**src/rtl/commit_ret_landing_checker_shadow_stack.sv**
```systemverilog
// Circular return-address LIFO; on overflow the oldest entry is overwritten
// and counted in lost so later underflowing returns can still be tolerated.
module cfi_shadow_stack #(
  parameter int DEPTH   = 16,
  parameter int WIDTH   = 64,
  parameter int NR_PUSH = 2
) (
  input  logic                           clk_i,
  input  logic                           rst_ni,
  input  logic                           clr_i,
  input  logic [NR_PUSH-1:0]             push_i,
  input  logic [NR_PUSH-1:0][WIDTH-1:0]  data_i,
  input  logic                           pop_i,
  output logic [WIDTH-1:0]               data_o,
  output logic                           empty_o,
  output logic                           full_o,
  output logic                           lost_o,
  output logic                           ovf_o
);

  localparam int AW = $clog2(DEPTH);
  localparam int CW = AW + 1;

  logic [AW-1:0] ptr_reg, ptr_next;
  logic [CW-1:0] cnt_reg, cnt_next;
  logic [CW-1:0] lost_reg, lost_next;
  logic          ovf_reg, ovf_next;

  logic [NR_PUSH-1:0]         eff_push;
  logic [NR_PUSH-1:0]         wr_en;
  logic [NR_PUSH-1:0][AW-1:0] wr_addr;
  logic                       cancel_done;
  logic                       pop_only;
  logic [WIDTH-1:0]           mem [DEPTH];

  always_comb begin
    ptr_next    = ptr_reg;
    cnt_next    = cnt_reg;
    lost_next   = lost_reg;
    ovf_next    = ovf_reg;
    wr_en       = '0;
    wr_addr     = '0;
    eff_push    = push_i;
    cancel_done = 1'b0;
    // A pop in the same cycle as a push consumes that push directly; the
    // caller supplies the bypassed address, so the stack is left untouched.
    for (int k = NR_PUSH - 1; k >= 0; k--) begin
      if (pop_i && push_i[k] && !cancel_done) begin
        eff_push[k] = 1'b0;
        cancel_done = 1'b1;
      end
    end
    pop_only = pop_i && !cancel_done;

    for (int k = 0; k < NR_PUSH; k++) begin
      if (eff_push[k]) begin
        wr_en[k]   = 1'b1;
        wr_addr[k] = ptr_next;
        ptr_next   = ptr_next + AW'(1);
        if (cnt_next == CW'(DEPTH)) begin
          if (lost_next != CW'(DEPTH)) lost_next = lost_next + CW'(1);
          ovf_next = 1'b1;
        end else begin
          cnt_next = cnt_next + CW'(1);
        end
      end
    end

    if (pop_only) begin
      if (cnt_reg != '0) begin
        ptr_next = ptr_reg - AW'(1);
        cnt_next = cnt_reg - CW'(1);
      end else if (lost_reg != '0) begin
        lost_next = lost_reg - CW'(1);
      end
    end

    if (clr_i) begin
      ptr_next  = '0;
      cnt_next  = '0;
      lost_next = '0;
      ovf_next  = 1'b0;
      wr_en     = '0;
    end
  end

  always_ff @(posedge clk_i) begin
    if (!rst_ni) begin
      ptr_reg  <= '0;
      cnt_reg  <= '0;
      lost_reg <= '0;
      ovf_reg  <= 1'b0;
    end else begin
      ptr_reg  <= ptr_next;
      cnt_reg  <= cnt_next;
      lost_reg <= lost_next;
      ovf_reg  <= ovf_next;
    end
  end

  genvar gi;
  for (gi = 0; gi < DEPTH; gi++) begin : g_entry
    logic [WIDTH-1:0] entry_reg;
    always_ff @(posedge clk_i) begin
      for (int k = 0; k < NR_PUSH; k++) begin
        if (wr_en[k] && (wr_addr[k] == AW'(gi))) entry_reg <= data_i[k];
      end
    end
    assign mem[gi] = entry_reg;
  end

  logic [AW-1:0] top_idx;
  assign top_idx = ptr_reg - AW'(1);
  assign data_o  = mem[top_idx];
  assign empty_o = (cnt_reg == '0);
  assign full_o  = (cnt_reg == CW'(DEPTH));
  assign lost_o  = (lost_reg != '0);
  assign ovf_o   = ovf_reg;

endmodule

```
**config.mk**
```make
export PLATFORM = sky130hd
export DESIGN_NAME = cfi_shadow_stack
export DESIGN_NICKNAME = d
export VERILOG_FILES = /design/src/rtl/commit_ret_landing_checker_shadow_stack.sv
export SDC_FILE = /design/constraint.sdc
export NUM_CORES = 2
export LEC_CHECK = 0
export BUFFER_PORTS_ARGS = -buffer_cell sky130_fd_sc_hd__clkbuf_2
export CAP_MARGIN = 20
export CORE_MARGIN = 1
export CORE_UTILIZATION = 38
export CTS_CLUSTER_SIZE = 28
export DETAILED_ROUTE_END_ITERATION = 8
export SKIP_CTS_REPAIR_TIMING = 1
export SLEW_MARGIN = 20
export SYNTH_ARGS = -nofsm -noshare
export SYNTH_HDL_FRONTEND = slang
export SYNTH_SLANG_ARGS = --single-unit
```
**constraint.sdc**
```tcl
create_clock -name clk_i -period 9 [get_ports clk_i]
set_input_delay 1.35 -clock clk_i [delete_from_list [all_inputs] [get_ports clk_i]]
set_output_delay 1.35 -clock clk_i [all_outputs]
set_load 0.05 [all_outputs]
```
==> key figures <==
Status
  • Status: completed

Worst setup path
  • Worst path top cell family by delay: buffers and inverters
  • Required @ worst endpoint: roughly 7.7 ns
  • Stages on worst setup path: 7
  • Crit path capture: data_o[21]
  • Reg-to-Reg Start: ptr_reg[0]
  • CP startpoint: ptr_reg[0]
  • Worst r2r path cells: 9
  • Flop2flop setup slack: 3.39 ns
  • Crit path max fanout: 43
  • Critical-path top delay cell: dfxtp_4
  • Setup CP Type: reg -> out
  • Critical Path Start Type: flip-flop
  • Crit. End Element: output port
  • Crit-path max cell delay: 0.82 ns
  • CP Cell Sequence: inv_1 > ha_4 > buf_4 > buf_4 > mux4_2 > mux4_2 > clkbuf_2
  • RR Endpoint: g_entry[6].entry_reg[58]
  • Buf/Inv on CP: 4
  • CP arrival: just over 5 ns

Finish
  • Cell Count, Final, Fillers Out: 4874
  • Seq. cell area: 31050 sq um
  • Design area: 58820 sq um
  • Multi-input gate area: 20500 sq um
  • Commonest non-fill, non-tap cell in the layout: edfxtp_1
  • Final core utilization: between 40 and 50%
  • Most frequent cells in the layout: 1024 x edfxtp_1, 985 x mux2_2, 320 x mux4_2, 201 x clkbuf_2, 113 x clkbuf_16
  • Fillers: between 10000 and 15000
  • Layout cells sized above 1: 57.31%
  • Synthesis-to-layout area growth: 11.36%
  • Fin nets: about 3100
  • Max reg flops: 1024

Die
  • Die W: around 370 um
  • Core Box Area: 137700 sq um
  • # IOs: between 200 and 250
  • # rows: 136
  • Die ar.: 140500 sq um
  • Initial Util: 38.37%
  • Die height: 374.8 um

Synthesis
  • Syn Area/Cell: 18.06 sq um
  • Largest family of logic cells by synthesized area: multiplexers
  • Post-Synth XOR/XNOR Area: 0.3340%
  • Synth unique cells: 60
  • YS warnings: 0
  • Post-synth EDFFs: 1024
  • Post-synthesis compound-gate area fraction: 0.7035%
  • Async SR Flop Fraction: 0%
  • Multiplexer area fraction after synthesis: a little over a third
  • Post-Synth Adder-Cell Area: 0.3269%
  • Simple-Gate Fraction of Synth Area: 1.303%
  • Most common flop cell mapped by yosys: edfxtp_1
  • Sequential area share after synthesis: between 50% and 60%
  • Synthesized area: 52820 sq um
  • Syn nets: roughly 3100
  • Cells after Synth: 2924
  • Seq cells post-synth: 1039

Timing
  • Max Clk Rate: about 150 MHz
  • Final Setup Violations: 0
  • Max-Slew Margin vs Limit: ~23%
  • Period minus WS final: roughly 6.5 ns
  • WHS: ~0.53 ns
  • Total Negative Setup Slacks: 0 ns
  • Final Hold Viols: 0
  • Worst-Margin Slew: 1.151 ns
  • RSZ-0062 raised after global routing: false
  • Fin crit share: 72.08%
  • Fin worst setup slack: 2.512 ns
  • Max Slew Vio Count: 0
  • Setup Skew: 0.01474 ns

Placed design
  • Pre-CTS worst setup slack: 2.873 ns
  • Placed Cells incl. Taps: 4661
  • Post-DP Area: 55480 sq um
  • RD Place Congestion: 0.7892
  • # port buffers: between 200 and 250
  • Placed wire-length estimate: 84180 um

Clock network
  • CTS Sinks: 1039
  • Clk Latency, worst-skew pair: 0.73 ns
  • CTS Root Cell: clkbuf_16
  • Max clock buf depth: 3
  • Inserted Clock Buffers: 111
  • Worst-path clk slew: 0.07 ns
  • TritonCTS clock tree: done
  • H-tree Lvls: 3

GRT
  • Largest net degree at the start of global routing: 117
  • GRT overflow: 0
  • Initial antenna violation count: 19
  • Global-route wire length before repair: 219900 um
  • Vias in the first global route: 30589
  • Tot GR Track Use: 21.52%

Worst hold path
  • HP Class: reg -> reg

Routing
  • Per-cell routed wire length: 31.08 um
  • Vias/cell: 5.922
  • DRC violations left: 0
  • Routed via count: roughly 29000
  • 1st-pass router iterations: 5
  • Routed Antenna Nets: 0
  • DR iter-0 viols: 2773
  • Final WL: 151500 um

Power
  • Pleak: 18.66 nW
  • Overall Power: 10.99 mW
  • Power Dens Cells: 186.8 nW/um^2
  • Worst vdd ir: 0.0001549 V

Run
  • Max Cap Violations: 0
report_power, final:
part	leakage [nW]	switching, mW	internal, mW	total, mW
clock network	1.61	1.91	2.34	4.25
registers	9.35	0.0166	5.35	5.37
logic	7.70	0.827	0.535	1.36
total	18.7	2.76	8.23	11.0
tightest hold or removal path: stages, from the launching register on:
cell and delay [ns]:
dfxtp_1 0.32, nor2_1 0.10, a21oi_1 0.06
per-layer routing:
metal	vias to the layer above	share of wire, %	wire length (um)	global-route usage [%]
met5	-	0.060	91	0
met4	16	2.2	3264	5.467
met3	226	6.0	9066	3.297
met2	1047	50	75600	36.41
met1	15556	42	63470	28.89
li1	12018	-	-	-
cell families (layout without fill, tap and decap cells):
kind of cell | count (synthesis) | in the layout
muxes | 1348 | 1348
and+or+nand+nor | 115 | 115
AOI/OAI and AO/OA | 55 | 55
xor gates and xnor gates | 18 | 18
other | 0 | 7
DFF | 1039 | 1039
buffers and inverters | 335 | 484
adders and majority gates | 14 | 14
cell type report:
class / count / area share, %
flip-flops and latches: 1039 / 52.80
inverters: 13 / 0.08296
diodes: 7 / 0.02978
multi-input cells: 1550 / 34.85
clock buffers: 139 / 4.974
clock inverters: 66 / 0.6233
repair buffers: 266 / 2.829
well taps: 1794 / 3.816
how the worst min path moves through the flow:
stage | slack (ns) | endpoint | start | cells past startpoint
after floorplan | 0.54 | cnt_reg[4] | cnt_reg[4] | 2
after global placement | 0.53 | ovf_o | ovf_o | 2
after detailed placement | 0.53 | ovf_o | ovf_o | 2
after CTS | 0.53 | ovf_o | ovf_o | 2
after global routing | 0.57 | ovf_o | ovf_o | 2
final | 0.53 | ovf_o | ovf_o | 2
synthesized netlist by cell type, types with 5 or more instances:
master / n / share of area, %
a21oi_1: 8 / 0.076
a31oi_1: 5 / 0.059
buf_1: 23 / 0.16
buf_2: 88 / 0.83
buf_4: 28 / 0.40
buf_6: 14 / 0.30
clkbuf_1: 169 / 1.2
dfxtp_1: 15 / 0.57
edfxtp_1: 1024 / 58
ha_1: 13 / 0.31
inv_1: 12 / 0.085
mux2_1: 40 / 0.85
mux2_2: 985 / 21
mux4_2: 320 / 14
nand2_1: 22 / 0.16
nand2b_1: 6 / 0.071
nand3_1: 7 / 0.066
nand3b_1: 8 / 0.11
nand4_1: 7 / 0.083
nor2_1: 18 / 0.13
nor2b_1: 7 / 0.083
nor3_1: 7 / 0.066
o21ai_0: 13 / 0.12
o22ai_1: 5 / 0.059
xnor2_1: 15 / 0.25
No activity file was read; power rests on OpenSTA's default activity.
